<file path="src/rtl/serial_mod_scheduler_pkg.sv">
// serial_mod_scheduler_pkg: FSM encoding and default sizing for the serial mod checker scheduler
package serial_mod_scheduler_pkg;
   typedef enum logic [1:0] {IDLE = 2'd0, SHIFT = 2'd1, WAIT = 2'd2, RESULT = 2'd3} state_e;
   localparam int DEF_WIDTH = 16;
   localparam int DEF_CAP_DELAY = 1;
endpackage

</file>
<file path="src/rtl/serial_mod_scheduler_rr_arbiter2.sv">
// rr_arbiter2: two-way round-robin arbiter; advancing points priority away from the last owner
module rr_arbiter2
   import serial_mod_scheduler_pkg::*;
(
   input  logic       clk,
   input  logic       rst,
   input  logic [1:0] req,
   input  logic       adv,
   input  logic       last_id,
   output logic [1:0] gnt
);
   logic ptr_q, ptr_d;
   always_comb begin
      ptr_d = adv ? ~last_id : ptr_q;
      gnt = (req[0] && !(req[1] && ptr_q)) ? 2'b01 : req[1] ? 2'b10 : 2'b00;
   end
   always_ff @(posedge clk)
      ptr_q <= !rst ? 1'b0 : ptr_d;
endmodule

</file>
<file path="src/rtl/serial_mod_scheduler.sv">
// serial_mod_scheduler: shares one serial mod-multiple checker between two requesters
module serial_mod_scheduler
   import serial_mod_scheduler_pkg::*;
#(
   parameter int WIDTH = DEF_WIDTH,
   parameter int CAP_DELAY = DEF_CAP_DELAY
) (
   input  logic             clk,
   input  logic             rst,
   input  logic [1:0]       req,
   input  logic [WIDTH-1:0] op_x0,
   input  logic [WIDTH-1:0] op_y0,
   input  logic [WIDTH-1:0] op_x1,
   input  logic [WIDTH-1:0] op_y1,
   output logic [1:0]       gnt,
   output logic             busy,
   output logic             chk_clr,
   output logic             ser_x,
   output logic             ser_y,
   input  logic             chk_z,
   output logic             res_valid,
   output logic             res_id,
   output logic             res_z
);
   localparam int CW = $clog2(WIDTH);
   localparam int DW = $clog2(CAP_DELAY) + 1;
   state_e state_q, state_d;
   logic [WIDTH-1:0] sx_q, sx_d, sy_q, sy_d;
   logic [CW-1:0] cnt_q, cnt_d;
   logic [DW-1:0] dly_q, dly_d;
   logic id_q, id_d, ser_x_q, ser_x_d, ser_y_q, ser_y_d;
   logic res_valid_q, res_valid_d, res_id_q, res_id_d, res_z_q, res_z_d;
   logic [1:0] arb_gnt;
   rr_arbiter2 u_arb (
      .clk(clk),
      .rst(rst),
      .req(req),
      .adv(state_q == RESULT),
      .last_id(id_q),
      .gnt(arb_gnt)
   );
   // The grant is decided combinationally in IDLE so operands latch on the grant cycle's edge.
   assign gnt = (rst && state_q == IDLE) ? arb_gnt : 2'b00;
   assign chk_clr = |gnt;
   assign busy = (state_q != IDLE) || chk_clr;
   assign ser_x = ser_x_q;
   assign ser_y = ser_y_q;
   assign res_valid = res_valid_q;
   assign res_id = res_id_q;
   assign res_z = res_z_q;
   always_comb begin
      state_d = state_q;
      sx_d = sx_q;
      sy_d = sy_q;
      cnt_d = cnt_q;
      dly_d = dly_q;
      id_d = id_q;
      ser_x_d = 1'b0;
      ser_y_d = 1'b0;
      res_valid_d = 1'b0;
      res_id_d = res_id_q;
      res_z_d = res_z_q;
      case (state_q)
         IDLE: if (|gnt) begin
            id_d = gnt[1];
            sx_d = gnt[1] ? op_x1 : op_x0;
            sy_d = gnt[1] ? op_y1 : op_y0;
            ser_x_d = sx_d[WIDTH-1];
            ser_y_d = sy_d[WIDTH-1];
            cnt_d = CW'(WIDTH - 1);
            state_d = SHIFT;
         end
         SHIFT: begin
            sx_d = sx_q << 1;
            sy_d = sy_q << 1;
            ser_x_d = (cnt_q != '0) && sx_q[WIDTH-2];
            ser_y_d = (cnt_q != '0) && sy_q[WIDTH-2];
            cnt_d = (cnt_q == '0) ? cnt_q : cnt_q - 1'b1;
            if (cnt_q == '0) begin
               dly_d = DW'(CAP_DELAY - 1);
               state_d = WAIT;
            end
         end
         WAIT: begin
            dly_d = (dly_q == '0) ? dly_q : dly_q - 1'b1;
            if (dly_q == '0) begin
               res_z_d = chk_z;
               res_id_d = id_q;
               res_valid_d = 1'b1;
               state_d = RESULT;
            end
         end
         default: state_d = IDLE;
      endcase
   end
   always_ff @(posedge clk)
      if (!rst) begin
         state_q <= IDLE;
         sx_q <= '0;
         sy_q <= '0;
         cnt_q <= '0;
         dly_q <= '0;
         id_q <= 1'b0;
         ser_x_q <= 1'b0;
         ser_y_q <= 1'b0;
         res_valid_q <= 1'b0;
         res_id_q <= 1'b0;
         res_z_q <= 1'b0;
      end else begin
         state_q <= state_d;
         sx_q <= sx_d;
         sy_q <= sy_d;
         cnt_q <= cnt_d;
         dly_q <= dly_d;
         id_q <= id_d;
         ser_x_q <= ser_x_d;
         ser_y_q <= ser_y_d;
         res_valid_q <= res_valid_d;
         res_id_q <= res_id_d;
         res_z_q <= res_z_d;
      end
endmodule

</file>
<file path="config.mk">
export PLATFORM = sky130hd
export DESIGN_NAME = serial_mod_scheduler
export DESIGN_NICKNAME = d
export VERILOG_FILES = /design/src/rtl/serial_mod_scheduler_pkg.sv /design/src/rtl/serial_mod_scheduler_rr_arbiter2.sv /design/src/rtl/serial_mod_scheduler.sv
export SDC_FILE = /design/constraint.sdc
export NUM_CORES = 1
export LEC_CHECK = 0
export ABC_CLOCK_PERIOD_IN_PS = 2650
export BUFFER_PORTS_ARGS = -buffer_cell sky130_fd_sc_hd__buf_2
export CAP_MARGIN = 25
export CORE_MARGIN = 2
export CORE_UTILIZATION = 40
export CTS_CLUSTER_DIAMETER = 50
export DETAILED_ROUTE_END_ITERATION = 8
export GPL_ROUTABILITY_DRIVEN = 0
export GPL_TIMING_DRIVEN = 0
export PLACE_DENSITY = 0.69
export SLEW_MARGIN = 30
export SYNTH_ARGS = -nofsm -noshare
export SYNTH_HDL_FRONTEND = slang
export SYNTH_SLANG_ARGS = --single-unit
export TNS_END_PERCENT = 5
</file>
<file path="constraint.sdc">
create_clock -name clk -period 2.65 [get_ports clk]
set_clock_uncertainty 0.15 [all_clocks]
set_input_delay 0.265 -clock clk [delete_from_list [all_inputs] [get_ports clk]]
set_output_delay 0.265 -clock clk [all_outputs]
set_load 0.01 [all_outputs]
</file>
==> impl_metrics.json, run 1 <==
{
  "cap_violations": 0,
  "finalCriticalPeriod_ns": 2.29,
  "relSlewSlack_pct": 53.6,
  "whs_ns": 0.0512,
  "grt_setup_unrepaired": "false",
  "power_frac_clock_pct": 15.2,
  "swShare_pct": 41.0,
  "htreeDepth": 2,
  "setup_tns_ns": 0,
  "postLayoutCellArea_um2": 2740,
  "dp_hpwl_um": 3950,
  "reg2reg_slack_ns": 0.46,
  "cts_made_buffers": 5,
  "synth_area_um2": 2190,
  "peakVddDrop_v": 0.000442,
  "ys.flop_type": "dfxtp_1",
  "io_pins": 78,
  "setup_violations": 0,
  "nets": 402,
  "hold_buffers": 0,
  "fmax_mhz": 436,
  "grt_max_degree": 13,
  "grtUsageTotal_pct": 18.0,
  "overflow": 0,
  "start_kind": "flop",
  "worstSkewPairLatency_ns": 0.30,
  "post_dp_cell_area_um2": 2650,
  "whs_path_depth": 3,
  "power_switching_uw": 1090,
  "final_cell_mix": "77 x buf_2, 43 x nor2_1, 43 x dfxtp_1, 31 x nand2_1, 23 x o21ai_1",
  "avgRoutedWirePerCell_um": 13.3,
  "critPathKind": "reg -> out",
  "fin_crit_sh_pct": 86.5,
  "cts_setup_buffers": 0,
  "crit_path_end_kind": "output pin",
  "cts_root_buffer": "clkbuf_8",
  "worstHoldPathType": "in -> reg",
  "viasPerCell": 5.20,
  "post_cts_resized": 0,
  "start_util_pct": 42.0,
  "avgSynthCellArea_um2": 8.96,
  "worstPathRequired_ns": 2.24,
  "cts.clk_slew.worst_paths_ns": 0.09,
  "die_x_um": 77.9,
  "rr_worst_depth": 8,
  "antenna_found_initial": 0,
  "fp.coreArea_um2": 5200,
  "status": "completed",
  "hold_start": "op_x0[7]",
  "cellPowerDensity_nw_per_um2": 974,
  "rows": 26,
  "hold_end": "sx_q[7]",
  "clock_path_buffers": 2,
  "ant_nets": 0,
  "drt_iter0_drc": 97,
  "die-area_um2": 6070,
  "die_y_um": 77.9,
  "async_flop_share_pct": 0,
  "cp.arrival_ns": 1.88,
  "port_buffers": 76,
  "antenna_cells": 0,
  "cts_tree": "done",
  "first_pass_iters": 4,
  "vias": 2068,
  "areaGrowthSynthToFinish_pct": 25.1,
  "yosys.cell_types.count": 38,
  "syn-num-nets": 319,
  "grt_pass1_vias": 1927,
  "p_comb_share_pct": 46.7,
  "ys_ff_latch": 43,
  "synthCells": 244,
  "cp_max_fo": 10,
  "slew_violations": 0,
  "pwr-share-seq_pct": 38.1,
  "grt_pass1_wl_um": 8800,
  "drc": 0,
  "final_common_cell": "buf_2",
  "drive_above_1_share_pct": 35.7,
  "r2r-end": "sx_q[3]",
  "clock_sinks": 43,
  "yosysSeqAreaShare_pct": 39.4,
  "wirelength_um": 5310,
  "r2r_start": "state_q[0]",
  "p_leak_uw": 0.00111,
  "crit_path_start": "state_q[0]",
  "synth_edf_count": 0,
  "hold_violations": 0,
  "yosys_warnings": 0,
  "p_int_uw": 1570,
  "worstMarginPinSlew_ns": 0.695
}
-- worst max path at each step --
stage               endpoint  cells after the start
floorplan           sx_q[10]                      8
global placement     sy_q[5]                      8
detailed placement   sx_q[3]                      8
CTS                   gnt[1]                      6
global route         sx_q[8]                      8
finish                gnt[1]                      6
-- sequential cells by signal, summed over array words and instances, names as in the netlist --
register     cells
cnt_q            4
id_q             1
res_id           1
res_valid        1
res_z            1
ser_x            1
ser_y            1
state_q          2
sx_q            15
sy_q            15
u_arb.ptr_q      1
-- logic make-up after synthesis --
logic type               Yosys count  synth area share [%]
flip-flops                        43                  39.4
AO/OA/AOI/OAI                     74                  29.9
AND/OR/NAND/NOR                   90                  18.2
multiplexers                       7                  3.21
buffers and inverters             24                  5.90
adder cells (fa/ha/maj)            6                  3.43
-- power groups by stage --
stage	Combinational [uW]	Sequential, uW	Clock, uW
6_report	1240	1020	406
5_1_grt	1410	1040	442
4_1_cts	1260	1010	412
3_5_place_dp	1250	1030	0
3_3_place_gp	1230	1020	0
2_1_floorplan	953	1000	0
-- critical path: stages, from the launching register on --
cell and delay [ns]:
dfxtp_1 0.36, inv_1 0.09, ha_1 0.15, buf_4 0.17, nand2_4 0.08, nor3_2 0.49, buf_2 0.23
-- stage by stage --
| step | instances | power (uW) | util [%] | setup slack, ns |
|---|---|---|---|---|
| finish | 398 | 2660 | 52.5 | 0.359 |
| global route | 398 | 2890 | 52.5 | 0.222 |
| CTS | 398 | 2690 | 52.5 | 0.351 |
| detailed placement | 390 | 2280 | 51.0 | 0.448 |
| global placement | 390 | 2250 | 51.0 | 0.505 |
| floorplan | 244 | 1960 | - | 0.637 |
-- synth_stat cells, types with 3 or more instances --
library cell  instances  share of area (%)
buf_4                 4                1.4
inv_1                 7                1.2
nand2_1              31                5.3
clkbuf_1              5               0.86
o221ai_1              8                3.2
o221ai_2             20                 14
buf_1                 3               0.52
mux2i_1               7                3.2
o21ai_0               9                2.1
o21ai_1              23                5.3
nor2_1               43                7.4
nor3_1                3               0.69
buf_6                 3                1.5
ha_1                  6                3.4
dfxtp_1              43                 39
-- final cells by class --
type / instances / area, um^2
Tap cell: 70 / 87.6
Multi-Input combinational cell: 177 / 1200
Buffer: 16 / 98.8
Clock inverter: 1 / 5.00
Sequential cell: 43 / 861
Clock buffer: 7 / 76.3
Timing Repair Buffer: 76 / 380
Fill cell: 545 / 2470
Inverter: 8 / 30.0
-- per-layer routing --
metal	vias up	GRT usage [%]	wire length [um]
met5	-	0	0
met1	958	22.7	2420
met4	0	5.96	54
met3	4	4.30	268
li1	1047	-	-
met2	59	30.2	2570
Power figures use the tool's default switching activity.
==> run 2, diff against run 1 <==
--- a/config.mk
+++ b/config.mk
@@ -15,6 +15,7 @@
 export GPL_ROUTABILITY_DRIVEN = 0
 export GPL_TIMING_DRIVEN = 0
 export PLACE_DENSITY = 0.69
+export RECOVER_POWER = 50
 export SLEW_MARGIN = 30
 export SYNTH_ARGS = -nofsm -noshare
 export SYNTH_HDL_FRONTEND = slang
==> run 2 against run 1 <==
Compared with the run above: sequential share of layout area rose by 0.10 points; highest routed layer unchanged; critical path depth is the same; largest power group unchanged; sequential cell count did not move; fmax grew 0.59%; final area shrank 0.32%.
==> impl_metrics.json, run 2 (synthesized netlist as in run 1, its figures left out) <==
{
  "post_cts_resized": 0,
  "clock_sinks": 43,
  "grt_pass1_vias": 1927,
  "wirelength_um": 5350,
  "cellPowerDensity_nw_per_um2": 976,
  "die_x_um": 77.9,
  "fin_crit_sh_pct": 86.0,
  "start_kind": "flop",
  "slew_violations": 0,
  "largestRegisters": "sx_q: 15 flops, sy_q: 15 flops, cnt_q: 4 flops",
  "htreeDepth": 2,
  "peakVddDrop_v": 0.000442,
  "nFillCells": 549,
  "cts_root_buffer": "clkbuf_8",
  "finalCriticalPeriod_ns": 2.28,
  "start_util_pct": 42.0,
  "cts_made_buffers": 5,
  "critPathKind": "reg -> out",
  "p_leak_uw": 0.00109,
  "status": "completed",
  "nets": 402,
  "clock_path_buffers": 2,
  "drive_above_1_share_pct": 33.5,
  "cap_violations": 0,
  "worstSkewPairLatency_ns": 0.30,
  "dp_hpwl_um": 3950,
  "final_common_cell": "buf_2",
  "drc": 0,
  "setup_violations": 0,
  "setup_tns_ns": 0,
  "die_y_um": 77.9,
  "areaGrowthSynthToFinish_pct": 24.7,
  "cp_max_fo": 10,
  "cts_tree": "done",
  "regArea_um2": 861,
  "port_buffers": 76,
  "rows": 26,
  "antenna_cells": 0,
  "worstMarginPinSlew_ns": 0.698,
  "vias": 2073,
  "ant_nets": 0,
  "grt_setup_unrepaired": "false",
  "multi_input_area_um2": 1200,
  "final_cell_mix": "70 x buf_2, 43 x nor2_1, 43 x dfxtp_1, 31 x nand2_1, 22 x o21ai_1",
  "hold_violations": 0,
  "worstHoldPathType": "in -> reg",
  "relSlewSlack_pct": 53.5,
  "crit_path_end_kind": "output pin",
  "antenna_found_initial": 0,
  "fmax_mhz": 439,
  "io_pins": 78,
  "cts.clk_slew.worst_paths_ns": 0.09,
  "utilization_pct": 52.4,
  "avgRoutedWirePerCell_um": 13.4,
  "die-area_um2": 6070,
  "overflow": 0,
  "grt_max_degree": 13,
  "worstPathRequired_ns": 2.24,
  "drt_iter0_drc": 77,
  "cts_setup_buffers": 0,
  "fp.coreArea_um2": 5200,
  "hold_buffers": 0,
  "viasPerCell": 5.21,
  "grtUsageTotal_pct": 18.0,
  "cp.arrival_ns": 1.86,
  "grt_pass1_wl_um": 8800,
  "first_pass_iters": 4
}
==> run 2: cell type report <==
type,count,area share (%)
Multi-Input combinational cell,177,43.9
Inverter,8,1.10
Buffer,16,3.63
Sequential cell,43,31.6
Timing Repair Buffer,76,13.6
Clock buffer,7,2.80
Clock inverter,1,0.184
Tap cell,70,3.21
==> run 2: worst paths after layout <==
path	startpoint	to	slack, ns	cells after the start
hold / removal	op_x0[7]	sx_q[7]	0.05	3
setup reg to reg	state_q[0]	sx_q[3]	0.45	8
setup / recovery	state_q[0]	gnt[1]	0.37	6
hold reg to reg	sy_q[13]	sy_q[13]	0.30	2
==> run 2: layer usage <==
metal	global-route usage (%)	wire length, um	part of all wire (%)
met4	5.96	55	1.0
met5	0	0	0
met1	22.7	2470	46
met2	30.2	2560	48
met3	4.30	260	4.9
==> run 2: report_power, final <==
part / internal [uW] / switching, uW
registers: 867 / 149
clock network: 185 / 221
logic: 513 / 727
total: 1570 / 1100
==> run 2: per-stage QoR <==
| step | area, um^2 | worst slack (ns) | std cells | hold WS, ns | total power (uW) |
|---|---|---|---|---|---|
| 4_1_cts | 2740 | 0.351 | 398 | 0.0471 | 2690 |
| 5_1_grt | 2730 | 0.222 | 398 | 0.0486 | 2880 |
| 3_3_place_gp | 2650 | 0.505 | 390 | 0.288 | 2250 |
| 6_report | 2730 | 0.372 | 398 | 0.0514 | 2660 |
| 2_1_floorplan | 2190 | 0.637 | 244 | 0.262 | 1960 |
| 3_5_place_dp | 2650 | 0.448 | 390 | 0.290 | 2280 |
==> run 2: worst max-delay path, stage by stage (launching register included) <==
cell and delay, ns:
dfxtp_1 0.37, inv_1 0.09, ha_1 0.15, buf_4 0.17, nand2_4 0.08, nor3_2 0.47, buf_2 0.23
==> run 3, diff against run 2 <==
--- a/config.mk
+++ b/config.mk
@@ -14,10 +14,11 @@
 export DETAILED_ROUTE_END_ITERATION = 8
 export GPL_ROUTABILITY_DRIVEN = 0
 export GPL_TIMING_DRIVEN = 0
-export PLACE_DENSITY = 0.69
+export PLACE_DENSITY = 0.67
 export RECOVER_POWER = 50
 export SLEW_MARGIN = 30
 export SYNTH_ARGS = -nofsm -noshare
 export SYNTH_HDL_FRONTEND = slang
+export SYNTH_HIERARCHICAL = 1
 export SYNTH_SLANG_ARGS = --single-unit
 export TNS_END_PERCENT = 5
==> run 3 against run 2 <==
Compared with the run above: final area rose by 9.4%; wire length grew 4.0%; hold slack better by 0.032 ns; highest routed layer unchanged; fmax down 0.57%; synthesized cell count increased by 12%; clock-buffer cell count shrank 1; first-iteration DRC count increased by 44%; sequential power is 4% higher; largest power group unchanged; combinational power grew 7%; via count increased by 7.8%; utilization fell by 2.0 points; critical path type is now reg -> reg; non-clock buffer count grew 8.
==> impl_metrics.json, run 3 <==
{
  "cts.clk_slew.worst_paths_ns": 0.08,
  "hold_buffers": 0,
  "worstSkewPairLatency_ns": 0.29,
  "final_cell_mix": "71 x buf_2, 56 x nor2_1, 43 x dfxtp_1, 36 x mux2i_1",
  "areaGrowthSynthToFinish_pct": 22.3,
  "peakVddDrop_v": 0.000402,
  "setup_violations": 0,
  "avgSynthCellArea_um2": 8.94,
  "worstHoldPathType": "in -> reg",
  "finalPower_uw": 2800,
  "finalCriticalPeriod_ns": 2.29,
  "final_common_cell": "buf_2",
  "vias": 2234,
  "cts_tree": "done",
  "grt_pass1_vias": 1962,
  "critPathKind": "reg -> reg",
  "grt_max_degree": 14,
  "status": "completed",
  "grt_setup_unrepaired": "false",
  "ys_top_cells_by_area": "dfxtp_1 35%, mux2i_1 15%, a32o_1 12%",
  "drive_above_1_share_pct": 24.3,
  "p_leak_uw": 0.00123,
  "grtUsageTotal_pct": 17.0,
  "relSlewSlack_pct": 61.3,
  "dp_slack_ns": 0.657,
  "cp_max_fo": 10,
  "antenna_cells": 0,
  "grt_pass1_wl_um": 8880,
  "ys_ff_latch": 43,
  "clock_path_buffers": 2,
  "worstMarginPinSlew_ns": 0.581,
  "setup_tns_ns": 0,
  "die_y_um": 82.1,
  "ant_nets": 0,
  "async_flop_share_pct": 0,
  "cap_violations": 0,
  "hold_violations": 0,
  "yosysMostFrequentCell": "nor2_1",
  "antenna_found_initial": 0,
  "overflow": 0,
  "drc": 0,
  "dp_hpwl_um": 4240,
  "worstPathRequired_ns": 2.69,
  "io_pins": 78,
  "rows": 28,
  "die-area_um2": 6740,
  "fmax_mhz": 436,
  "yosys.area.top_type_share_pct": 35.3,
  "netlist_top_cells_count": "56 x nor2_1, 43 x dfxtp_1, 36 x mux2i_1",
  "largestRegisters": "sx_q: 15 flops, sy_q: 15 flops, cnt_q: 4 flops",
  "first_pass_iters": 4,
  "synthCells": 273,
  "yosys.cell_types.count": 39,
  "syn-num-nets": 347,
  "crit_path_end_kind": "flop",
  "drt_iter0_drc": 111,
  "htreeDepth": 2,
  "nets": 431,
  "yosysSeqAreaShare_pct": 35.3,
  "die_x_um": 82.1,
  "clock_sinks": 43,
  "synth_area_um2": 2440,
  "slew_violations": 0,
  "start_kind": "flop",
  "cp.arrival_ns": 2.33,
  "fin_ws_ns": 0.359,
  "fp.coreArea_um2": 5920,
  "avgRoutedWirePerCell_um": 12.8,
  "yosys_warnings": 6,
  "port_buffers": 77,
  "post_cts_resized": 0,
  "utilization_pct": 50.4,
  "start_util_pct": 41.2,
  "fin_crit_sh_pct": 86.5,
  "synth_edf_count": 0,
  "synth_largest_area_cell": "dfxtp_1",
  "cts_made_buffers": 5,
  "cts_root_buffer": "clkbuf_8",
  "ys.flop_type": "dfxtp_1",
  "viasPerCell": 5.16,
  "wirelength_um": 5560,
  "cts_setup_buffers": 0,
  "cellPowerDensity_nw_per_um2": 939
}
[run 3: cell count changes in the layout (fill, tap and decap cells not counted), sizes merged, moves of 3 or more]
cell | previous run | this run
clkbuf | 21 | 29
and3 | 0 | 3
nor2b | 0 | 3
o31ai | 3 | 0
o221ai | 28 | 1
a21boi | 0 | 3
nor3 | 4 | 0
nor2 | 44 | 56
nand2b | 0 | 29
mux2i | 7 | 36
nand2 | 32 | 7
a32o | 0 | 29
o21ai | 32 | 4
[run 3: where the power goes]
group	total, uW	switching (uW)	internal [uW]	leakage [uW]
clock	408	224	184	0.0000412
combinational	1330	694	635	0.000831
sequential	1060	139	924	0.000355
total	2800	1060	1740	0.00123
[run 3: cell families (layout without fill, tap and decap cells)]
logic type	count (synthesis)	after routing	synth area share [%]
AOI/OAI and AO/OA	50	50	19.1
buffers and inverters	32	117	7.23
DFF	43	43	35.3
and+or+nand+nor	107	107	21.1
muxes	36	36	14.8
adders and majority gates	5	5	2.56
[run 3: layout make-up]
| class | instances | area [um^2] |
|---|---|---|
| buffer | 23 | 140 |
| clock buffer | 6 | 72.6 |
| clock inverter | 2 | 12.5 |
| fill | 571 | 2940 |
| inverter | 9 | 33.8 |
| multi-input combinational | 198 | 1390 |
| sequential | 43 | 861 |
| tap | 75 | 93.8 |
| timing repair buffer | 77 | 377 |
[run 3: routing by layer]
layer,global-route usage (%),vias up,part of all wire [%],wire (um)
met4,4.50,0,0.77,43
met1,22.3,1037,46,2580
met3,3.26,5,4.2,232
met2,28.7,53,49,2710
met5,0,-,0,0
li1,-,1139,-,-
[run 3: path summary, 6_finish.rpt]
path	start	to	slack, ns	cells past startpoint
min reg2reg	sy_q[9]	sy_q[9]	0.31	1
max	state_q[0]	sy_q[2]	0.36	7
max reg2reg	state_q[0]	sy_q[2]	0.36	7
min	chk_z	res_z	0.08	3
[run 3: worst max-delay path, stage by stage (launching register included)]
cell and delay, ns:
dfxtp_1 0.38, inv_1 0.08, ha_1 0.28, o211ai_1 0.28
clkinv_1 0.25, a21o_1 0.22, clkbuf_1 0.24, a32o_1 0.29
[run 3: through the flow]
stage / instances / hold slack [ns] / cell area, um^2
2_1_floorplan: 273 / 0.263 / 2440
3_3_place_gp: 425 / 0.289 / 2920
3_5_place_dp: 425 / 0.291 / 2920
4_1_cts: 433 / 0.0801 / 3000
5_1_grt: 433 / 0.0901 / 2980
6_report: 433 / 0.0830 / 2980
